**config.mk**
```make
export PLATFORM = sky130hd
export DESIGN_NAME = alu_share_arbiter
export DESIGN_NICKNAME = d
export VERILOG_FILES = /design/src/rtl/alu_pkg.sv /design/src/rtl/rr_arbiter.sv /design/src/rtl/alu_share_arbiter.sv
export SDC_FILE = /design/constraint.sdc
export NUM_CORES = 1
export LEC_CHECK = 0
export BUFFER_PORTS_ARGS = -buffer_cell sky130_fd_sc_hd__buf_4
export CORE_AREA = 4 4 210 212
export DETAILED_ROUTE_END_ITERATION = 8
export DIE_AREA = 0 0 214 216
export GPL_ROUTABILITY_DRIVEN = 0
export PLACE_DENSITY = 0.52
export SYNTH_ARGS = -nofsm -noshare
export SYNTH_HDL_FRONTEND = slang
export SYNTH_SLANG_ARGS = --single-unit
```
**constraint.sdc**
```tcl
create_clock -name clk -period 3.9 [get_ports clk]
set_clock_uncertainty 0.1 [all_clocks]
set_input_delay 1.17 -clock clk [delete_from_list [all_inputs] [get_ports clk]]
set_output_delay 1.17 -clock clk [all_outputs]
set_load 0.03 [all_outputs]
```
**src/rtl/alu_pkg.sv**
```systemverilog
// Shared definitions for the shared-ALU arbiter: ALU control codes, code
// classification helpers and the arbiter FSM state type.
package alu_pkg;

    localparam logic [2:0] ALU_PASS_B = 3'b000;
    localparam logic [2:0] ALU_ADD    = 3'b010;
    localparam logic [2:0] ALU_SUB    = 3'b011;
    localparam logic [2:0] ALU_AND    = 3'b100;
    localparam logic [2:0] ALU_OR     = 3'b101;
    localparam logic [2:0] ALU_XOR    = 3'b110;

    typedef enum logic [1:0] {
        ST_IDLE,
        ST_EXEC,
        ST_RESP
    } alu_arb_state_t;

    function automatic logic alu_cntrl_legal(input logic [2:0] cntrl);
        return (cntrl == ALU_PASS_B) || (cntrl == ALU_ADD) || (cntrl == ALU_SUB) ||
               (cntrl == ALU_AND)    || (cntrl == ALU_OR)  || (cntrl == ALU_XOR);
    endfunction

    // Only add and sub produce meaningful overflow / carry_out.
    function automatic logic alu_cntrl_arith(input logic [2:0] cntrl);
        return (cntrl == ALU_ADD) || (cntrl == ALU_SUB);
    endfunction

endpackage

```
**src/rtl/rr_arbiter.sv**
```systemverilog
// Round-robin arbiter: the pointer holds the last granted id and the search
// starts one past it, wrapping modulo NREQ. The pointer moves only on advance.
module rr_arbiter #(
    parameter int NREQ = 2,
    parameter int IDW  = $clog2(NREQ)
) (
    input  logic            clk,
    input  logic            reset_n,
    input  logic [NREQ-1:0] req,
    input  logic            advance,
    output logic [NREQ-1:0] grant,
    output logic [IDW-1:0]  grant_id,
    output logic            grant_valid
);

    logic [IDW-1:0] ptr;
    logic [IDW-1:0] cand;

    // NOTE: every output of a combinational block gets a default before any
    // conditional assignment; a path that skips an assignment infers a latch.
    always_comb begin
        grant       = '0;
        grant_id    = '0;
        grant_valid = 1'b0;
        cand        = '0;
        for (int off = 1; off <= NREQ; off++) begin
            cand = IDW'((int'(ptr) + off) % NREQ);
            if (!grant_valid && req[cand]) begin
                grant_valid = 1'b1;
                grant[cand] = 1'b1;
                grant_id    = cand;
            end
        end
    end

    // NOTE: state registers use non-blocking assignments so every flop samples
    // pre-edge values regardless of block evaluation order.
    always_ff @(posedge clk or negedge reset_n) begin
        if (!reset_n) begin
            ptr <= IDW'(NREQ - 1);
        end else if (advance && grant_valid) begin
            ptr <= grant_id;
        end
    end

endmodule

```
**src/rtl/alu_share_arbiter.sv**
```systemverilog
// Shares one external combinational ALU between NREQ requesters: round-robin
// grant, one registered EXEC cycle, then a held tagged response.
module alu_share_arbiter
    import alu_pkg::*;
#(
    parameter int WIDTH = 64,
    parameter int NREQ  = 2,
    parameter int IDW   = $clog2(NREQ)
) (
    input  logic                  clk,
    input  logic                  reset_n,
    input  logic [NREQ-1:0]       req_valid,
    output logic [NREQ-1:0]       req_ready,
    input  logic [NREQ*WIDTH-1:0] req_a,
    input  logic [NREQ*WIDTH-1:0] req_b,
    input  logic [NREQ*3-1:0]     req_cntrl,
    output logic                  rsp_valid,
    input  logic                  rsp_ready,
    output logic [IDW-1:0]        rsp_id,
    output logic [WIDTH-1:0]      rsp_result,
    output logic                  rsp_negative,
    output logic                  rsp_zero,
    output logic                  rsp_overflow,
    output logic                  rsp_carry_out,
    output logic                  rsp_err,
    output logic [WIDTH-1:0]      alu_a,
    output logic [WIDTH-1:0]      alu_b,
    output logic [2:0]            alu_cntrl,
    input  logic [WIDTH-1:0]      alu_result,
    input  logic                  alu_negative,
    input  logic                  alu_zero,
    input  logic                  alu_overflow,
    input  logic                  alu_carry_out
);

    alu_arb_state_t state, state_next;

    logic [NREQ-1:0]  grant;
    logic [IDW-1:0]   grant_id;
    logic             grant_valid;
    logic             req_fire;
    logic [IDW-1:0]   id_q;
    logic             err_q;
    logic [WIDTH-1:0] sel_a;
    logic [WIDTH-1:0] sel_b;
    logic [2:0]       sel_cntrl;

    rr_arbiter #(
        .NREQ (NREQ),
        .IDW  (IDW)
    ) u_rr (
        .clk         (clk),
        .reset_n     (reset_n),
        .req         (req_valid),
        .advance     (req_fire),
        .grant       (grant),
        .grant_id    (grant_id),
        .grant_valid (grant_valid)
    );

    // Ready depends only on state and req_valid, never on rsp_ready.
    assign req_ready = (state == ST_IDLE) ? grant : '0;
    assign req_fire  = (state == ST_IDLE) && grant_valid;
    assign rsp_valid = (state == ST_RESP);

    assign sel_a     = req_a[int'(grant_id)*WIDTH +: WIDTH];
    assign sel_b     = req_b[int'(grant_id)*WIDTH +: WIDTH];
    assign sel_cntrl = req_cntrl[int'(grant_id)*3 +: 3];

    always_comb begin
        state_next = state;
        case (state)
            ST_IDLE: if (req_fire)  state_next = ST_EXEC;
            ST_EXEC:                state_next = ST_RESP;
            ST_RESP: if (rsp_ready) state_next = ST_IDLE;
            default:                state_next = ST_IDLE;
        endcase
    end

    always_ff @(posedge clk or negedge reset_n) begin
        if (!reset_n) begin
            state <= ST_IDLE;
        end else begin
            state <= state_next;
        end
    end

    // Illegal codes still occupy the ALU for a cycle, driven as a harmless pass-B.
    always_ff @(posedge clk or negedge reset_n) begin
        if (!reset_n) begin
            alu_a     <= '0;
            alu_b     <= '0;
            alu_cntrl <= ALU_PASS_B;
            id_q      <= '0;
            err_q     <= 1'b0;
        end else if (req_fire) begin
            alu_a <= sel_a;
            alu_b <= sel_b;
            id_q  <= grant_id;
            if (alu_cntrl_legal(sel_cntrl)) begin
                alu_cntrl <= sel_cntrl;
                err_q     <= 1'b0;
            end else begin
                alu_cntrl <= ALU_PASS_B;
                err_q     <= 1'b1;
            end
        end
    end

    always_ff @(posedge clk or negedge reset_n) begin
        if (!reset_n) begin
            rsp_id        <= '0;
            rsp_result    <= '0;
            rsp_negative  <= 1'b0;
            rsp_zero      <= 1'b0;
            rsp_overflow  <= 1'b0;
            rsp_carry_out <= 1'b0;
            rsp_err       <= 1'b0;
        end else if (state == ST_EXEC) begin
            rsp_id <= id_q;
            if (err_q) begin
                rsp_result    <= '0;
                rsp_negative  <= 1'b0;
                rsp_zero      <= 1'b1;
                rsp_overflow  <= 1'b0;
                rsp_carry_out <= 1'b0;
                rsp_err       <= 1'b1;
            end else begin
                rsp_result    <= alu_result;
                rsp_negative  <= alu_negative;
                rsp_zero      <= alu_zero;
                rsp_overflow  <= alu_cntrl_arith(alu_cntrl) && alu_overflow;
                rsp_carry_out <= alu_cntrl_arith(alu_cntrl) && alu_carry_out;
                rsp_err       <= 1'b0;
            end
        end
    end

endmodule

```
After elaboration in Yosys (flattened, before gate mapping)
Index checks and enable logic that the tools add are counted.

storage, ports and cells
  register bits = 206
  word-level logic and storage cells = 79

operators by class
  add/subtract/negate cells = 2
  shift-type cells = 3
  reduce and logical (&&, ||, !) cells = 17
  multipliers = 1
  bitwise logic cells = 1
  magnitude comparators = 4
  multiplexer cells = 26
  eq/ne operators = 11

operators with widths
  kind                                                         count
  indexed part select 128 x 8 -> 64 bit                        2
  2-to-1 mux 64 bit                                            1
  2-to-1 mux 1 bit                                             16
  == test 3 x 2 -> 1 bit (second input constant)               4
  2-to-1 mux 2 bit                                             5
  == test 3 bit (second input constant)                        3
  logical AND 1 bit                                            7
  logical OR 1 bit                                             6
  one-hot mux 2 bit (3 select lines)                           1
  indexed part select 6 x 4 -> 3 bit                           1
  less-than comparator 1 x 2 -> 1 bit (second input constant)  2
  inequality test 2 x 1 -> 1 bit (second input constant)       2
  zero test 3 bit                                              1
  multiplier 1 x 2 -> 3 bit (second input constant)            1
  2-to-1 mux 3 bit                                             1
  adder 1 bit (second input constant)                          2
  demux 1 bit (select 1 bit)                                   2
  == test 2 x 1 -> 1 bit (second input constant)               1
  == test 2 bit (second input constant)                        1
  >= comparator 1 bit (second input constant)                  2
  zero test 2 bit                                              1
  bitwise OR 2 bit                                             1
  AND reduction 2 bit                                          1
  zero test 1 bit                                              1

Depth between registers and ports, before layout
Gate-level depths: netlist (run 1).

  word-level depth = 16
  mapped depth = 6

By module
Synthesis (run 1) repeated with hierarchy kept, for this count alone.

second synthesis, totals
  cells, all modules = 902
  area, all modules = 9,185.1 µm²

modules (own cells, without submodules)
  module             instances  cells each  sequential area each (µm²)  area an instance (µm²)
  alu_share_arbiter  1          894         5,129.9                     9,115.0
  rr_arbiter         1          8           26.3                        70.1

Worst setup path before layout (run 1)
No wires, ideal clock.

  path type = input -> output
  start point = in req_valid[1]
  end point = out req_ready[0]
  arrival time = 2,111 ps
  slack = 519 ps
  path buffers = 3
  data required time = 2,630 ps
  stages = 5
  cells stage by stage = a21boi_1 buf_6 buf_8 buf_6 nor2_1

between the ends
  longest elaborated chain between the ends = 7
  elaborated cells on any way between the ends = 11

RTL lines
  what                                                 line                     source
  from (decl)                                          alu_share_arbiter.sv:12  input logic [NREQ-1:0] req_valid,
  2-to-1 mux 1 bit (implied by the code) (2 in a row)  rr_arbiter.sv:28         if (!grant_valid && req[cand]) begin
  2-to-1 mux 1 bit                                     rr_arbiter.sv:28
  zero test 1 bit                                      rr_arbiter.sv:28
  logical AND 1 bit                                    rr_arbiter.sv:28
  2-to-1 mux 2 bit (*)                                 rr_arbiter.sv:28
  2-to-1 mux 2 bit (*)                                 alu_share_arbiter.sv:62  assign req_ready = (state == ST_IDLE) ? grant : '0;
  to (decl)                                            alu_share_arbiter.sv:13  output logic [NREQ-1:0] req_ready,

Every way passes the cells marked *; elsewhere a longest branch is shown, timed or not. The select of a mux whose other input is x is not followed.

Worst setup path in the final report (run 1)
  start point = in req_valid[0]
  end point = out req_ready[1]

The elaborated chain is that of the path after synthesis.

==> impl_metrics.env, run 1 <==
export IMPL_status="finished clean"
export IMPL_relSlewSlack_pct=22.74
export IMPL_cp_required_ns=2.63
export IMPL_slowest_stage="a21boi_4"
export IMPL_hold_buffers=0
export IMPL_r2r_end="alu_b[55]"
export IMPL_worstHoldEndpoint="rsp_zero"
export IMPL_fmax_ghz=0.3186
export IMPL_synth_distinct_cells=32
export IMPL_yosys_warnings=0
export IMPL_stdcell_area_mm2=0.01527
export IMPL_peakVddDrop_v=0.0003969
export IMPL_grt_max_degree=106
export IMPL_dieWidth_um=214
export IMPL_synthesis_nets=1091
export IMPL_final_util_pct=36.40
export IMPL_start_util_pct=23.49
export IMPL_slew_viol_final=0
export IMPL_timing_final_crit_share_pct=80.48
export IMPL_hold_class="flop to flop"
export IMPL_most_common_layout_cells="544 x buf_4, 205 x dfrtp_1, 155 x mux2_2"
export IMPL_whs_path_depth=2
export IMPL_root_buffer="clkbuf_16"
export IMPL_critPathKind="primary input to primary output"
export IMPL_worst_pin_slew_ns=1.157
export IMPL_drt_pass1_iterations=4
export IMPL_cts_htree_levels=1
export IMPL_dieArea_mm2=0.04622
export IMPL_syn_cell_area_mm2=0.009853
export IMPL_fin_cells=1841
export IMPL_drive_gt1_share_pct=65.64
export IMPL_ff_latch_area_mm2=0.005156
export IMPL_setup_viol=0
export IMPL_path_max_fanout=4
export IMPL_cp_cell_sequence="buf_4, a21boi_4, and2_1, buf_4"
export IMPL_min_delay_start="rsp_zero"
export IMPL_postCtsSetupRepairBufs=0
export IMPL_syn_instance_count=756
export IMPL_setup_ws_ns=0.7613
export IMPL_placed_area_mm2=0.01446
export IMPL_routed_wl_um=35000
export IMPL_grt_util_all_layers_pct=14.39
export IMPL_grt_pass1_wl_um=52930
export IMPL_power_switching_mw=5.635
export IMPL_die_h_um=216
export IMPL_coreArea_mm2=0.04195
export IMPL_critPathMaxStageDelay_ns=0.22
export IMPL_multi_input_area_mm2=0.004402
export IMPL_start_kind="primary input"
export IMPL_cts_num_sinks=206
export IMPL_intPower_mw=7.639
export IMPL_rsz0062_at_grt="no"
export IMPL_cts_tree="done"
export IMPL_place_ws_ns=0.7275
export IMPL_p_leak_nw=7.533
export IMPL_drv_cap=0
export IMPL_dp_hpwl_um=26310
export IMPL_netSwitchingFraction_pct=42.45
export IMPL_cp_startpoint="req_valid[0]"
export IMPL_reg2reg_from="u_rr.ptr"
export IMPL_ioPinCount=539
export IMPL_clk_latency_ns=0.54
export IMPL_syn_area_per_cell_um2=13.03
export IMPL_cts_buffers_inserted=27
export IMPL_io_buffer_count=538
export IMPL_worst_r2r_path_depth=4
export IMPL_ys_seq_area_share_pct=52.33
export IMPL_fillers=4209
export IMPL_cts_buffer_depth=3
export IMPL_grt_pass1_vias=8485
export IMPL_fp_row_count=75
export IMPL_power_density_mw_per_mm2=869.3
export IMPL_pwr_share_clk_pct=17.3
export IMPL_cp_buffers_inverters=2
export IMPL_drc=0
export IMPL_period_minus_slack_ns=3.139
export IMPL_cp_arrival_ns=1.87
export IMPL_fin_tns_setup_ns=0
export IMPL_num_nets_final=1619
export IMPL_ant_nets=0
export IMPL_wire_per_inst_um=19.01
export IMPL_cpLargestDelayFamily="buffers and inverters"
export IMPL_power_share_sequential_pct=29.1
export IMPL_dpl_cell_count=1794
export IMPL_viasPerCell=4.224
export IMPL_cp_common_cell="buf_4"
export IMPL_finalHoldViolations=0
export IMPL_vias=7777
export IMPL_worstSetupEndpointType="primary output"
export IMPL_antenna_found_initial=1
export IMPL_p_comb_share_pct=53.7
export IMPL_ctsResizeCount=0
export IMPL_clk_pin_slew_ns=0.06
export IMPL_drt_initial_drc_count=228
export IMPL_yosys_register_bits=206
export IMPL_r2r_setup_slack_ns=1.70
export IMPL_grt_overflow_total=0
export IMPL_area_delta_synth_final_pct=54.97
export IMPL_final_common_cell="buf_4"
power groups by stage:
| stage | Sequential (mW) | Clock, mW | Combinational, mW |
|---|---|---|---|
| global placement | 3.85 | 0 | 7.20 |
| floorplan | 5.82 | 0 | 2.47 |
| CTS | 3.87 | 2.40 | 7.24 |
| finish | 3.86 | 2.29 | 7.13 |
| global route | 4.00 | 2.49 | 7.56 |
| detailed placement | 3.88 | 0 | 7.22 |
worst max path at each step:
stage | end | slack (ns) | cells after the start
floorplan | req_ready[0] | 0.52 | 5
global route | req_ready[1] | 0.72 | 4
CTS | req_ready[1] | 0.75 | 4
global placement | alu_b[6] | 0.76 | 5
finish | req_ready[1] | 0.76 | 4
detailed placement | alu_b[6] | 0.73 | 5
flip-flops by register name (all words and copies together) (netlist names):
name           count
rsp_zero           1
rsp_err            1
err_q              1
state              2
alu_b             64
alu_cntrl          3
rsp_negative       1
rsp_result        64
id_q               1
rsp_id             1
rsp_overflow       1
u_rr.ptr           1
rsp_carry_out      1
alu_a             64
logic make-up after synthesis:
family	share of synthesized area [%]
XOR/XNOR	0.1778
flip-flops	52.33
buffers and inverters	3.187
AND/OR/NAND/NOR	6.057
AO/OA/AOI/OAI	4.381
multiplexers	33.87
cells in the mapped netlist:
| cell | instances | area (µm²) |
|---|---|---|
| xor2_1 | 2 | 17.52 |
| buf_1 | 1 | 3.750 |
| mux2_2 | 155 | 1745 |
| clkbuf_1 | 20 | 75.07 |
| inv_1 | 4 | 15.01 |
| dfrtp_1 | 205 | 5130 |
| dfstp_2 | 1 | 26.28 |
| o21ai_2 | 1 | 8.760 |
| buf_2 | 17 | 85.08 |
| a21boi_0 | 4 | 30.03 |
| nand4_1 | 1 | 6.260 |
| o211ai_1 | 1 | 7.510 |
| inv_2 | 1 | 3.750 |
| nand2b_1 | 3 | 18.77 |
| nor3b_1 | 2 | 15.01 |
| buf_8 | 1 | 15.01 |
| clkbuf_4 | 4 | 30.03 |
| nor2_1 | 3 | 11.26 |
| a21o_1 | 1 | 7.510 |
| nand3_1 | 3 | 15.01 |
| or4bb_1 | 1 | 11.26 |
| a21oi_1 | 1 | 5.000 |
| nor2_2 | 1 | 6.260 |
| mux2_4 | 106 | 1592 |
| a21boi_1 | 1 | 7.510 |
| o221ai_1 | 1 | 8.760 |
| buf_4 | 1 | 7.510 |
| o21ai_0 | 70 | 350.3 |
| and2_1 | 1 | 6.260 |
| a31oi_1 | 1 | 6.260 |
| buf_6 | 7 | 78.83 |
| nand2_1 | 135 | 506.7 |
through the flow:
stage	hold WS, ns	total power, mW
2_1_floorplan	0.3458	8.296
3_3_place_gp	0.3653	11.05
3_5_place_dp	0.3723	11.11
4_1_cts	0.3853	13.51
5_1_grt	0.3972	14.05
6_report	0.3777	13.27
layout make-up:
type,instances,share of cell area [%]
clock buffers,42,5.121
multi-input cells,494,28.83
clock inverters,4,0.1967
inverters,5,0.1557
repair buffers,550,27.50
well taps,539,4.417
diodes,1,0.01639
flip-flops and latches,206,33.77
tightest hold or removal path: stages, from the launching register on:
cell     delay [ns]
dfrtp_1        0.34
nand2_1        0.05
o21ai_0        0.06
routing by layer:
layer  GRT usage [%]  vias to the layer above  share of wire, %
met5               0                        -                 0
met4           2.723                        0               1.7
met3           5.345                       34               8.7
met2           25.44                      354                50
met1           16.93                     3713                39
li1                -                     3676                 -
Note: power is estimated with default switching activity, not from simulation.
==> run 2, diff against run 1 <==
Clock period 3.9 ns to 3.2 ns, I/O delays scaled along.
==> impl_metrics.env, run 2 (synthesis gave the netlist of run 1 again) <==
export IMPL_dieWidth_um=214
export IMPL_cts_htree_levels=1
export IMPL_final_common_cell="buf_4"
export IMPL_start_util_pct=23.49
export IMPL_cts_buffer_depth=3
export IMPL_slowest_stage="a21boi_4"
export IMPL_hold_buffers=0
export IMPL_cp_common_cell="buf_4"
export IMPL_top_regs="alu_a: 64 flops, alu_b: 64 flops, rsp_result: 64 flops"
export IMPL_cts_num_sinks=206
export IMPL_r2r_setup_slack_ns=1.15
export IMPL_postCtsSetupRepairBufs=0
export IMPL_status="finished clean"
export IMPL_drt_pass1_iterations=4
export IMPL_dp_hpwl_um=26620
export IMPL_peakVddDrop_v=0.0004733
export IMPL_finalHoldViolations=0
export IMPL_root_buffer="clkbuf_16"
export IMPL_vias=7836
export IMPL_timing_final_crit_share_pct=87.74
export IMPL_rsz0062_at_grt="no"
export IMPL_ctsResizeCount=0
export IMPL_setup_viol=0
export IMPL_hold_class="primary input to asynchronous set/reset pin"
export IMPL_ant_nets=0
export IMPL_drt_initial_drc_count=348
export IMPL_path_max_fanout=6
export IMPL_period_minus_slack_ns=2.808
export IMPL_grt_max_degree=79
export IMPL_area_delta_synth_final_pct=56.75
export IMPL_cp_required_ns=2.14
export IMPL_clk_latency_ns=0.53
export IMPL_cp_arrival_ns=1.75
export IMPL_critPathKind="primary input to primary output"
export IMPL_fp_row_count=75
export IMPL_num_nets_final=1630
export IMPL_dieArea_mm2=0.04622
export IMPL_fmax_ghz=0.3562
export IMPL_drv_cap=0
export IMPL_cp_cell_sequence="buf_4, a21boi_4, and2_1, buf_4"
export IMPL_antenna_found_initial=0
export IMPL_cpLargestDelayFamily="buffers and inverters"
export IMPL_fin_tns_setup_ns=0
export IMPL_start_kind="primary input"
export IMPL_power_mw=16.42
export IMPL_cts_tree="done"
export IMPL_clk_pin_slew_ns=0.05
export IMPL_io_buffer_count=538
export IMPL_antenna_cells=0
export IMPL_drc=0
export IMPL_viasPerCell=4.238
export IMPL_slew_viol_final=0
export IMPL_fin_cells=1849
export IMPL_dpl_cell_count=1806
export IMPL_drive_gt1_share_pct=66.41
export IMPL_grt_overflow_total=0
export IMPL_most_common_layout_cells="554 x buf_4, 205 x dfrtp_1, 155 x mux2_2"
export IMPL_grt_pass1_wl_um=52790
export IMPL_worstSetupEndpointType="primary output"
export IMPL_grt_util_all_layers_pct=14.36
export IMPL_p_leak_nw=7.636
export IMPL_ioPinCount=539
export IMPL_routed_wl_um=34460
export IMPL_relSlewSlack_pct=61.52
export IMPL_die_h_um=216
export IMPL_wire_per_inst_um=18.64
export IMPL_critPathMaxStageDelay_ns=0.29
export IMPL_coreArea_mm2=0.04195
export IMPL_power_density_mw_per_mm2=1063
export IMPL_worst_pin_slew_ns=0.5772
export IMPL_cts_buffers_inserted=26
export IMPL_grt_pass1_vias=8551
export IMPL_cp_buffers_inverters=2
run 2: changes by cell type in the layout (fill, tap and decap cells not counted), moves of 2 or more:
cell | before | now
clkbuf_1 | 10 | 3
buf_4 | 544 | 554
buf_12 | 5 | 7
bufinv_16 | 0 | 2
clkbuf_8 | 5 | 9
run 2: metal layers:
layer	part of all wire, %	vias to the layer above	global-route usage [%]
met2	51	366	25.63
met1	38	3742	16.88
met3	9.0	38	4.669
met4	1.8	0	3.263
met5	0	-	0
li1	-	3690	-
run 2: layout make-up:
| type | count | area [µm²] |
|---|---|---|
| clock inverters | 5 | 88.84 |
| multi-input cells | 494 | 4402 |
| repair buffers | 562 | 4314 |
| flip-flops and latches | 206 | 5156 |
| fillers | 4145 | 26500 |
| clock buffers | 38 | 785.8 |
| well taps | 539 | 674.4 |
| inverters | 5 | 23.77 |
run 2: final timing paths:
check / startpoint / end / cells past startpoint
max: req_valid[0] / req_ready[1] / 4
max in group asynchronous: reset_n / u_rr.ptr / 2
min in group clk: rsp_result[0] / rsp_result[0] / 2
min: reset_n / rsp_result[42] / 1
max reg2reg: u_rr.ptr / alu_a[40] / 5
min reg2reg: rsp_result[0] / rsp_result[0] / 2
run 2: report_power, final:
group          leakage (nW)  switching (mW)  internal [mW]  total, mW
sequential             2.48           0.756           3.93       4.68
clock                 0.428            1.11           1.84       2.96
combinational          4.73            5.00           3.79       8.79
total                  7.64            6.87           9.56       16.4
run 2: stage by stage:
step / worst slack, ns / cell area, µm² / util, % / hold slack, ns
2_1_floorplan: 0.2391 / 9853 / - / 0.3458
3_3_place_gp: 0.4065 / 14570 / 34.74 / 0.3643
3_5_place_dp: 0.3816 / 14570 / 34.74 / 0.3722
4_1_cts: 0.3878 / 15440 / 36.82 / 0.2956
5_1_grt: 0.3240 / 15440 / 36.82 / 0.3208
6_report: 0.3924 / 15440 / 36.82 / 0.3032
==> run 3, diff against run 2 <==
Settings changed: CORE_AREA 4 4 210 212 to 2 2 208 210, DIE_AREA 0 0 214 216 to 0 0 210 212.
==> impl_metrics.env, run 3 (synthesis gave the netlist of run 1 again) <==
export IMPL_final_common_cell="buf_4"
export IMPL_hold_class="primary input to asynchronous set/reset pin"
export IMPL_drive_gt1_share_pct=66.46
export IMPL_hold_buffers=0
export IMPL_intPower_mw=9.645
export IMPL_relSlewSlack_pct=50.45
export IMPL_grt_pass1_wl_um=49800
export IMPL_postCtsSetupRepairBufs=0
export IMPL_power_switching_mw=6.841
export IMPL_vias=7889
export IMPL_worst_pin_slew_ns=0.7432
export IMPL_cp_common_cell="buf_4"
export IMPL_placed_area_mm2=0.01461
export IMPL_power_mw=16.49
export IMPL_coreArea_mm2=0.04251
export IMPL_routed_wl_um=33340
export IMPL_setup_viol=0
export IMPL_top_regs="alu_a: 64 flops, alu_b: 64 flops, rsp_result: 64 flops"
export IMPL_final_util_pct=36.47
export IMPL_dpl_cell_count=1816
export IMPL_ant_nets=0
export IMPL_path_max_fanout=4
export IMPL_cts_num_sinks=206
export IMPL_worstSetupEndpointType="primary output"
export IMPL_start_util_pct=23.18
export IMPL_cts_buffers_inserted=25
export IMPL_ioPinCount=539
export IMPL_critPathKind="primary input to primary output"
export IMPL_finalHoldViolations=0
export IMPL_grt_pass1_vias=8361
export IMPL_most_common_layout_cells="556 x buf_4, 205 x dfrtp_1, 155 x mux2_2"
export IMPL_area_delta_synth_final_pct=57.31
export IMPL_slew_viol_final=0
export IMPL_drt_pass1_iterations=4
export IMPL_die_h_um=212
export IMPL_netSwitchingFraction_pct=41.50
export IMPL_start_kind="primary input"
export IMPL_drv_cap=0
export IMPL_viasPerCell=4.239
export IMPL_status="finished clean"
export IMPL_cpLargestDelayFamily="buffers and inverters"
export IMPL_timing_final_crit_share_pct=83.96
export IMPL_clk_latency_ns=0.53
export IMPL_power_density_mw_per_mm2=1064
export IMPL_p_comb_share_pct=53.0
export IMPL_num_nets_final=1632
export IMPL_root_buffer="clkbuf_16"
export IMPL_drt_initial_drc_count=306
export IMPL_rsz0062_at_grt="no"
export IMPL_cp_buffers_inverters=2
export IMPL_antenna_found_initial=1
export IMPL_fp_row_count=76
export IMPL_pwr_share_clk_pct=18.5
export IMPL_cp_required_ns=2.14
export IMPL_peakVddDrop_v=0.0004722
export IMPL_io_buffer_count=538
export IMPL_dieArea_mm2=0.04452
export IMPL_drc=0
export IMPL_power_share_sequential_pct=28.4
export IMPL_fin_cells=1861
export IMPL_slowest_stage="a21boi_4"
export IMPL_dieWidth_um=210
export IMPL_dp_hpwl_um=25300
export IMPL_cp_cell_sequence="buf_4, a21boi_4, and2_1, buf_4"
export IMPL_grt_util_all_layers_pct=14.34
export IMPL_cts_tree="done"
export IMPL_cts_htree_levels=1
export IMPL_grt_max_degree=81
export IMPL_clk_pin_slew_ns=0.06
export IMPL_stdcell_area_mm2=0.01550
export IMPL_period_minus_slack_ns=2.687
export IMPL_grt_overflow_total=0
export IMPL_ctsResizeCount=0
export IMPL_antenna_cells=0
export IMPL_p_leak_nw=7.668
export IMPL_wire_per_inst_um=17.91
export IMPL_fmax_ghz=0.3722
export IMPL_cp_arrival_ns=1.63
export IMPL_fin_tns_setup_ns=0
export IMPL_cts_buffer_depth=3
export IMPL_critPathMaxStageDelay_ns=0.19
-- run 3: cell types whose count changed in the layout (fill, tap and decap cells not counted), moves of 2 or more --
cell,previous run,this run
bufinv_16,2,4
clkinv_2,1,4
buf_4,554,556
clkbuf_8,9,7
-- run 3: through the flow --
step / setup WS (ns) / hold slack, ns
after floorplan: 0.2391 / 0.3458
after global placement: 0.3937 / 0.3655
after detailed placement: 0.3576 / 0.3716
after CTS: 0.5004 / 0.2593
after global routing: 0.4209 / 0.2805
final: 0.5133 / 0.2719
-- run 3: area by class of cell --
cell class	instances	area, µm²
clock buffer	36	737.0
clock inverter	9	148.9
timing repair buffer	565	4349
inverter	5	23.77
multi-input combinational	494	4402
fill	4248	27010
sequential	206	5156
tap	546	683.2
-- run 3: power groups by stage --
stage	Combinational [mW]	Sequential, mW	Clock (mW)
3_3_place_gp	8.79	4.69	0
5_1_grt	9.27	4.87	3.27
2_1_floorplan	3.02	7.09	0
3_5_place_dp	8.84	4.72	0
4_1_cts	8.86	4.71	3.16
6_report	8.74	4.69	3.06
-- run 3: worst paths after layout --
check                           cells after the start  slack, ns        endpoint           start
worst max-delay path                                4       0.51    req_ready[1]    req_valid[0]
worst min-delay path                                1       0.27  rsp_result[18]         reset_n
worst max register to register                      5       1.11       alu_a[43]        u_rr.ptr
worst min register to register                      2       0.38  rsp_result[57]  rsp_result[57]
max in group asynchronous                           2       1.95        u_rr.ptr         reset_n
min in group clk                                    2       0.38  rsp_result[57]  rsp_result[57]
-- run 3: layer usage --
metal | routed length [µm] | track usage [%] | part of all wire (%) | vias up
met1 | 13400 | 17.55 | 40 | 3772
met4 | 722 | 3.840 | 2.2 | 0
li1 | - | - | - | 3708
met5 | 0 | 0 | 0 | -
met3 | 2776 | 4.180 | 8.3 | 47
met2 | 16440 | 24.65 | 49 | 362
-- run 3: worst reg2reg max path, cell delays in order (launching register included) --
cell and delay, ns:
dfstp_2 0.39, a21boi_4 0.18, buf_12 0.35, buf_4 0.35, mux2_2 0.35, mux2_2 0.26
